--- config.mk ---
export PLATFORM = sky130hd
export DESIGN_NAME = qtree_ram_loader
export DESIGN_NICKNAME = d
export VERILOG_FILES = /design/src/rtl/qtree_ram_loader_pkg.sv /design/src/rtl/qtree_ram_loader.sv
export SDC_FILE = /design/constraint.sdc
export NUM_CORES = 1
export LEC_CHECK = 0
export CORE_UTILIZATION = 52
export DETAILED_ROUTE_END_ITERATION = 12
export GPL_ROUTABILITY_DRIVEN = 0
export PLACE_DENSITY = 0.84
export SLEW_MARGIN = 20
export SYNTH_ARGS = -nofsm -noshare
export SYNTH_HDL_FRONTEND = slang
export SYNTH_SLANG_ARGS = --single-unit
--- constraint.sdc ---
create_clock -name clk_i -period 4.8 [get_ports clk_i]
set_input_delay 1.44 -clock clk_i [delete_from_list [all_inputs] [get_ports clk_i]]
set_output_delay 1.44 -clock clk_i [all_outputs]
set_load 0.05 [all_outputs]
--- src/rtl/qtree_ram_loader_pkg.sv ---
// Shared types and helpers for the quadtree node-RAM loader and the search
// levels that read the RAMs it fills.
package qtree_ram_loader_pkg;

  localparam int unsigned PKG_KEY_WIDTH = 16;

  // One node word as stored in every level RAM: l in the MSBs, r in the LSBs.
  typedef struct packed {
    logic [PKG_KEY_WIDTH-1:0] l;
    logic [PKG_KEY_WIDTH-1:0] m;
    logic [PKG_KEY_WIDTH-1:0] r;
  } level_ram_data_t;

  // Host write slot selector; SLOT_R commits the staged node.
  typedef enum logic [1:0] {
    SLOT_L    = 2'd0,
    SLOT_M    = 2'd1,
    SLOT_R    = 2'd2,
    SLOT_RSVD = 2'd3
  } slot_e;

  typedef enum logic {
    ST_INIT = 1'b0,
    ST_IDLE = 1'b1
  } state_e;

  // Number of nodes held by level lvl (4^lvl).
  function automatic int unsigned level_nodes(input int unsigned lvl);
    return 32'd1 << (32'd2 * lvl);
  endfunction

  // A host write is legal when the slot is not reserved, the level exists,
  // and the node index fits inside that level.
  function automatic logic wr_legal(input logic [1:0]  slot,
                                    input int unsigned level,
                                    input int unsigned node,
                                    input int unsigned level_cnt);
    logic ok;
    ok = 1'b1;
    if (slot == SLOT_RSVD) begin
      ok = 1'b0;
    end else if (level >= level_cnt) begin
      ok = 1'b0;
    end else if (node >= level_nodes(level)) begin
      ok = 1'b0;
    end else begin
      ok = 1'b1;
    end
    return ok;
  endfunction

endpackage

--- src/rtl/qtree_ram_loader.sv ---
// Write-side loader for the per-level quadtree node RAMs. Stages l/m keys from
// single-key host writes, commits a full node word on the r write, and fills
// every node of every level with all-ones after reset or on command.
module qtree_ram_loader
  import qtree_ram_loader_pkg::*;
#(
  parameter int LEVEL_CNT      = 4,
  parameter int KEY_WIDTH      = 16,
  parameter int NODE_WIDTH     = (LEVEL_CNT > 1) ? 2 * (LEVEL_CNT - 1) : 1,
  parameter int RAM_DATA_WIDTH = 3 * KEY_WIDTH,
  parameter int LVL_WIDTH      = (LEVEL_CNT > 1) ? $clog2(LEVEL_CNT) : 1
) (
  input  logic                      clk_i,
  input  logic                      rst_i,
  input  logic                      wr_valid_i,
  output logic                      wr_ready_o,
  input  logic [LVL_WIDTH-1:0]      wr_level_i,
  input  logic [NODE_WIDTH-1:0]     wr_node_i,
  input  logic [1:0]                wr_slot_i,
  input  logic [KEY_WIDTH-1:0]      wr_key_i,
  input  logic                      init_start_i,
  output logic                      busy_o,
  output logic                      err_o,
  output logic [RAM_DATA_WIDTH-1:0] mm_ram_data_o,
  output logic [NODE_WIDTH-1:0]     mm_ram_addr_o,
  output logic [LEVEL_CNT-1:0]      mm_ram_write_o
);

  // Last fill address: the deepest level has 4^(LEVEL_CNT-1) nodes.
  localparam logic [NODE_WIDTH-1:0] FILL_LAST =
    NODE_WIDTH'(level_nodes(LEVEL_CNT - 1) - 32'd1);

  state_e                    state_q, state_d;
  logic [NODE_WIDTH-1:0]     cnt_q, cnt_d;
  logic [KEY_WIDTH-1:0]      shad_l_q, shad_l_d;
  logic [KEY_WIDTH-1:0]      shad_m_q, shad_m_d;
  logic [LEVEL_CNT-1:0]      write_q, write_d;
  logic [NODE_WIDTH-1:0]     addr_q, addr_d;
  logic [RAM_DATA_WIDTH-1:0] data_q, data_d;
  logic                      err_q, err_d;
  logic                      busy_q, busy_d;
  logic                      ready_q, ready_d;

  logic                      fill_s;
  logic [NODE_WIDTH-1:0]     fill_c_s;

  // Next-state, staging and output-word decode; a fill step wins over any host write.
  always_comb begin
    state_d  = state_q;
    cnt_d    = cnt_q;
    shad_l_d = shad_l_q;
    shad_m_d = shad_m_q;
    write_d  = '0;
    addr_d   = '0;
    data_d   = '0;
    err_d    = 1'b0;

    // A commanded fill issues its c=0 step in the same cycle it is seen, so
    // the first strobe lands one cycle after init_start_i.
    fill_s   = (state_q == ST_INIT) || init_start_i;
    fill_c_s = (state_q == ST_INIT) ? cnt_q : '0;

    if (fill_s) begin
      for (int i = 0; i < LEVEL_CNT; i++) begin
        write_d[i] = (32'(fill_c_s) < level_nodes(i));
      end
      addr_d   = fill_c_s;
      data_d   = {RAM_DATA_WIDTH{1'b1}};
      shad_l_d = {KEY_WIDTH{1'b1}};
      shad_m_d = {KEY_WIDTH{1'b1}};
      if (fill_c_s == FILL_LAST) begin
        state_d = ST_IDLE;
        cnt_d   = '0;
      end else begin
        state_d = ST_INIT;
        cnt_d   = fill_c_s + NODE_WIDTH'(1);
      end
    end else if (wr_valid_i && ready_q) begin
      if (!wr_legal(wr_slot_i, 32'(wr_level_i), 32'(wr_node_i), LEVEL_CNT)) begin
        err_d = 1'b1;
      end else begin
        case (slot_e'(wr_slot_i))
          SLOT_L: shad_l_d = wr_key_i;
          SLOT_M: shad_m_d = wr_key_i;
          SLOT_R: begin
            data_d              = {shad_l_q, shad_m_q, wr_key_i};
            addr_d              = wr_node_i;
            write_d[wr_level_i] = 1'b1;
            shad_l_d            = {KEY_WIDTH{1'b1}};
            shad_m_d            = {KEY_WIDTH{1'b1}};
          end
          default: err_d = 1'b1;
        endcase
      end
    end else begin
      state_d = state_q;
    end

    // busy stays up through the last fill strobe; ready returns one cycle later.
    busy_d  = (state_q == ST_INIT) || (state_d == ST_INIT);
    ready_d = (state_q == ST_IDLE) && (state_d == ST_IDLE);
  end

  // State, staging and registered output port update with synchronous reset.
  always_ff @(posedge clk_i) begin
    if (rst_i) begin
      state_q  <= ST_INIT;
      cnt_q    <= '0;
      shad_l_q <= {KEY_WIDTH{1'b1}};
      shad_m_q <= {KEY_WIDTH{1'b1}};
      write_q  <= '0;
      addr_q   <= '0;
      data_q   <= '0;
      err_q    <= 1'b0;
      busy_q   <= 1'b1;
      ready_q  <= 1'b0;
    end else begin
      state_q  <= state_d;
      cnt_q    <= cnt_d;
      shad_l_q <= shad_l_d;
      shad_m_q <= shad_m_d;
      write_q  <= write_d;
      addr_q   <= addr_d;
      data_q   <= data_d;
      err_q    <= err_d;
      busy_q   <= busy_d;
      ready_q  <= ready_d;
    end
  end

  assign wr_ready_o     = ready_q;
  assign busy_o         = busy_q;
  assign err_o          = err_q;
  assign mm_ram_data_o  = data_q;
  assign mm_ram_addr_o  = addr_q;
  assign mm_ram_write_o = write_q;

endmodule

==> metrics.txt <==
# TYPE chip_impl_metric gauge
chip_impl_info{name="top_usage_layer",value="met2"} 1
chip_impl_metric{name="n_fill_cell",unit=""} 487
chip_impl_metric{name="design.die.area",unit="mm²"} 0.00731
chip_impl_metric{name="clock_power_share",unit="%"} 32.5
chip_impl_metric{name="dpl_cell_area",unit="mm²"} 0.00457
chip_impl_metric{name="synth-edff-count",unit=""} 0
chip_impl_metric{name="finalSetupViolations",unit=""} 0
chip_impl_metric{name="p_total",unit="mW"} 1.62
chip_impl_metric{name="grt_max_degree",unit=""} 35
chip_impl_metric{name="grt_antenna_before_repair",unit=""} 0
chip_impl_metric{name="numCtsBuffers",unit=""} 9
chip_impl_metric{name="grt_overflow",unit=""} 0
chip_impl_info{name="path_class",value="in -> reg"} 1
chip_impl_info{name="crit_path_cell_trace",value="clkdlybuf4s50_1 > nand2b_1 > ha_1 > or3_1 > and4_4 > a211o_1 > mux2i_1"} 1
chip_impl_metric{name="antenna_diode_count",unit=""} 0
chip_impl_metric{name="max_slew_margin",unit="%"} 40.9
chip_impl_metric{name="stdcell_area",unit="mm²"} 0.00478
chip_impl_metric{name="setup_tns",unit="ns"} 0
chip_impl_metric{name="cts_setup_buffers",unit=""} 0
chip_impl_metric{name="final.min_clock_period",unit="ns"} 3.61
chip_impl_metric{name="seqCellArea",unit="mm²"} 0.00200
chip_impl_metric{name="groute.layer.met2.usage",unit="%"} 35.9
chip_impl_metric{name="finalHoldViolCount",unit=""} 0
chip_impl_metric{name="route.antenna.remaining_nets",unit=""} 0
chip_impl_metric{name="finalNonFillerCells",unit=""} 519
chip_impl_metric{name="power.share.sequential",unit="%"} 53.5
chip_impl_info{name="cts_root_buffer",value="sky130_fd_sc_hd__clkbuf_8"} 1
chip_impl_info{name="mostFrequentLayoutCell",value="sky130_fd_sc_hd__dfxtp_1"} 1
chip_impl_metric{name="synth-seq-area-share",unit="%"} 55.2
chip_impl_metric{name="max_freq",unit="MHz"} 277
chip_impl_metric{name="vias_in_the_first_global_route",unit=""} 2660
chip_impl_metric{name="dieWidth",unit="µm"} 85.5
chip_impl_metric{name="synthesis.instances",unit=""} 350
chip_impl_metric{name="number_of_levels_the_h_tree_was_split_into",unit=""} 3
chip_impl_metric{name="cts.hold.buffers_added",unit=""} 0
chip_impl_info{name="tritoncts",value="yes"} 1
chip_impl_metric{name="routedWlPerCell",unit="µm"} 14.7
chip_impl_metric{name="cts-root-to-sink-buffers",unit=""} 2
chip_impl_metric{name="fp-row-count",unit=""} 30
chip_impl_metric{name="synth_fa_ha_area_share",unit="%"} 2.76
chip_impl_metric{name="vias_per_cell",unit=""} 5.33
chip_impl_info{name="top_ff_cell_synth",value="sky130_fd_sc_hd__dfxtp_1"} 1
chip_impl_metric{name="global_route.usage.met1",unit="%"} 27.8
chip_impl_metric{name="ys_types",unit=""} 39
chip_impl_metric{name="timing_max_transition_violations_final",unit=""} 0
chip_impl_metric{name="route.detailed.drc",unit=""} 0
chip_impl_metric{name="design.core.area",unit="mm²"} 0.00676
chip_impl_info{name="worst_hold_path_type",value="reg -> reg"} 1
chip_impl_metric{name="yosys_register_bits",unit=""} 100
chip_impl_metric{name="switching_share",unit="%"} 28.9
chip_impl_metric{name="share_of_post_route_cells_with_drive_strength_above_1",unit="%"} 6.38
chip_impl_metric{name="critPathMaxStageDelay",unit="ns"} 0.59
chip_impl_metric{name="yosys_warnings",unit=""} 0
chip_impl_metric{name="worst_ep_arrival_time",unit="ns"} 3.83
chip_impl_metric{name="multiInputGateArea",unit="mm²"} 0.00146
chip_impl_metric{name="clock_slew_at_the_register_clock_pins_of_the_worst_setup_and_hold_paths",unit="ns"} 0.11
chip_impl_metric{name="grt.total_usage",unit="%"} 21.9
chip_impl_metric{name="synth_area_in_xor_xnor",unit="%"} 0
chip_impl_metric{name="net-switching-power",unit="mW"} 0.468
chip_impl_metric{name="portBuffers",unit=""} 90
chip_impl_metric{name="wl",unit="µm"} 7610
chip_impl_metric{name="drt_iter0_drc",unit=""} 83
chip_impl_metric{name="grt_util_met3",unit="%"} 4.77
chip_impl_info{name="synth_top_family_by_area",value="compound AO/OA/AOI/OAI gates"} 1
chip_impl_metric{name="synthesis.area",unit="mm²"} 0.00362
chip_impl_metric{name="drt_first_pass_iters",unit=""} 4
chip_impl_metric{name="internal_power",unit="mW"} 1.15
chip_impl_info{name="critPathCaptureType",value="register"} 1
chip_impl_metric{name="synthSimpleGateAreaFrac",unit="%"} 12.4
chip_impl_metric{name="post_synthesis_compound_gate_area_fraction",unit="%"} 16.1
chip_impl_metric{name="critical_path.max_fanout",unit=""} 16
chip_impl_metric{name="clkSinkCount",unit=""} 100
chip_impl_metric{name="combPwrFrac",unit="%"} 14.0
chip_impl_metric{name="synth_async_sr_flop_share",unit="%"} 0
chip_impl_info{name="run_status",value="finished clean"} 1
chip_impl_info{name="timing.critical_path.from_type",value="input port"} 1
chip_impl_metric{name="crit_required",unit="ns"} 5.02
chip_impl_metric{name="postSynthAreaPerCell",unit="µm²"} 10.4
chip_impl_metric{name="die_ht",unit="µm"} 85.5
chip_impl_info{name="most-common-layout-cells",value="100 x sky130_fd_sc_hd__dfxtp_1, 90 x sky130_fd_sc_hd__clkdlybuf4s50_1, 48 x sky130_fd_sc_hd__a21o_1"} 1
chip_impl_metric{name="num_io_pins",unit=""} 91
chip_impl_metric{name="synth.area.mux_share",unit="%"} 8.84
chip_impl_info{name="synth_top_area_cell",value="sky130_fd_sc_hd__dfxtp_1"} 1
chip_impl_metric{name="leakagePower",unit="nW"} 2.25
chip_impl_metric{name="pd_cells",unit="mW/mm²"} 339
chip_impl_metric{name="tightestPinTransition",unit="ns"} 0.887
chip_impl_metric{name="vdd.ir_drop.worst",unit="V"} 0.000243
chip_impl_metric{name="cts_resized",unit=""} 0
chip_impl_metric{name="numnets_final",unit=""} 472
chip_impl_info{name="ys_top_cells_by_area",value="sky130_fd_sc_hd__dfxtp_1 55%, sky130_fd_sc_hd__a21o_1 9.9%, sky130_fd_sc_hd__mux2i_1 8.8%, sky130_fd_sc_hd__nor2_1 4.4%, sky130_fd_sc_hd__ha_1 2.8%"} 1
chip_impl_metric{name="part_of_the_cycle_the_worst_path_needs",unit="%"} 75.2
chip_impl_metric{name="initial_core_util",unit="%"} 53.6
chip_impl_metric{name="area_overhead_vs_synth",unit="%"} 31.8
chip_impl_info{name="unrepaired_setup_endpoints_after_global_routing",value="no"} 1
chip_impl_info{name="crit_slowest_cell",value="sky130_fd_sc_hd__a211o_1"} 1
chip_impl_metric{name="fin_worst_skew",unit="ns"} 0.0149
chip_impl_metric{name="area_share_of_the_largest_cell_type_after_synthesis",unit="%"} 55.2
chip_impl_metric{name="placedCellCount",unit=""} 503
chip_impl_metric{name="drv.max_cap_violation_count",unit=""} 0
chip_impl_metric{name="grt_first_pass_wirelength",unit="µm"} 12600
chip_impl_metric{name="routed-via-count",unit=""} 2766
chip_impl_metric{name="worstSkewPairLatency",unit="ns"} 0.37
chip_impl_metric{name="postSynthNetCount",unit=""} 388
chip_impl_metric{name="place.detailed.hpwl",unit="µm"} 5290
[power groups by stage]
| stage | Combinational [mW] | Clock, mW | Sequential (mW) |
|---|---|---|---|
| after detailed placement | 0.226 | 0 | 0.885 |
| after CTS | 0.227 | 0.534 | 0.866 |
| final | 0.227 | 0.526 | 0.866 |
| after global placement | 0.224 | 0 | 0.885 |
| after global routing | 0.238 | 0.574 | 0.869 |
| after floorplan | 0.0450 | 0 | 0.975 |
[worst paths after layout]
kind                      start           endpoint  slack [ns]  cells after the start
hold / removal      shad_l_q[7]  mm_ram_data_o[39]        0.45                      1
setup reg to reg        state_q       shad_m_q[12]        2.37                      6
hold reg to reg     shad_l_q[7]  mm_ram_data_o[39]        0.45                      1
setup / recovery  wr_level_i[1]        shad_l_q[4]        1.19                      7
[metrics by stage]
step           utilization (%)  hold WS, ns  worst slack (ns)
4_1_cts                   70.7        0.452              1.21
2_1_floorplan                -        0.427              1.59
6_report                  70.7        0.455              1.19
3_3_place_gp              67.7        0.434             0.862
5_1_grt                   70.7        0.473              1.11
3_5_place_dp              67.7        0.437             0.827
[cells in the mapped netlist (3+ instances only)]
cell type and n:
sky130_fd_sc_hd__dfxtp_1 100, sky130_fd_sc_hd__a21o_1 48, sky130_fd_sc_hd__nor2_1 42, sky130_fd_sc_hd__mux2i_1 32
sky130_fd_sc_hd__nor3_1 17, sky130_fd_sc_hd__clkbuf_1 15, sky130_fd_sc_hd__inv_1 12, sky130_fd_sc_hd__nand2_1 10
sky130_fd_sc_hd__ha_1 8, sky130_fd_sc_hd__a21oi_1 7, sky130_fd_sc_hd__o21ai_0 7, sky130_fd_sc_hd__nand3_1 6
sky130_fd_sc_hd__nand2b_1 5, sky130_fd_sc_hd__o22ai_1 5, sky130_fd_sc_hd__buf_2 4, sky130_fd_sc_hd__buf_6 3
sky130_fd_sc_hd__or3_1 3
[worst max-delay path: cells and delay by family]
| family | cells | cell delay [ns] |
|---|---|---|
| AOI/OAI and AO/OA | 1 | 0.59 |
| adders and majority gates | 1 | 0.27 |
| buffers and inverters | 1 | 0.50 |
| muxes | 1 | 0.22 |
| and+or+nand+nor | 3 | 0.80 |
[logic make-up after synthesis]
family,after synthesis
compound gates,79
buf+inv,36
fa+ha+maj,8
mux,32
simple gates,95
flops,100
[per-layer routing]
| metal | up-vias | wire [µm] |
|---|---|---|
| li1 | 1377 | - |
| met1 | 1313 | 3500 |
| met2 | 60 | 3650 |
| met3 | 16 | 288 |
| met4 | 0 | 172 |
| met5 | - | 0 |
[state kept, by name (all words and copies together) (netlist names)]
register,cells
mm_ram_addr_o,6
shad_m_q,16
wr_ready_o,1
shad_l_q,16
err_o,1
state_q,1
mm_ram_write_o,4
cnt_q,6
busy_o,1
mm_ram_data_o,48
[cell type report]
cell class,instances,share of cell area (%)
flip-flops and latches,100,41.9
clock buffers,9,2.59
multi-input cells,214,30.6
well taps,80,2.10
repair buffers,96,20.1
clock inverters,7,1.68
inverters,13,1.02
Power figures use the tool's default switching activity.
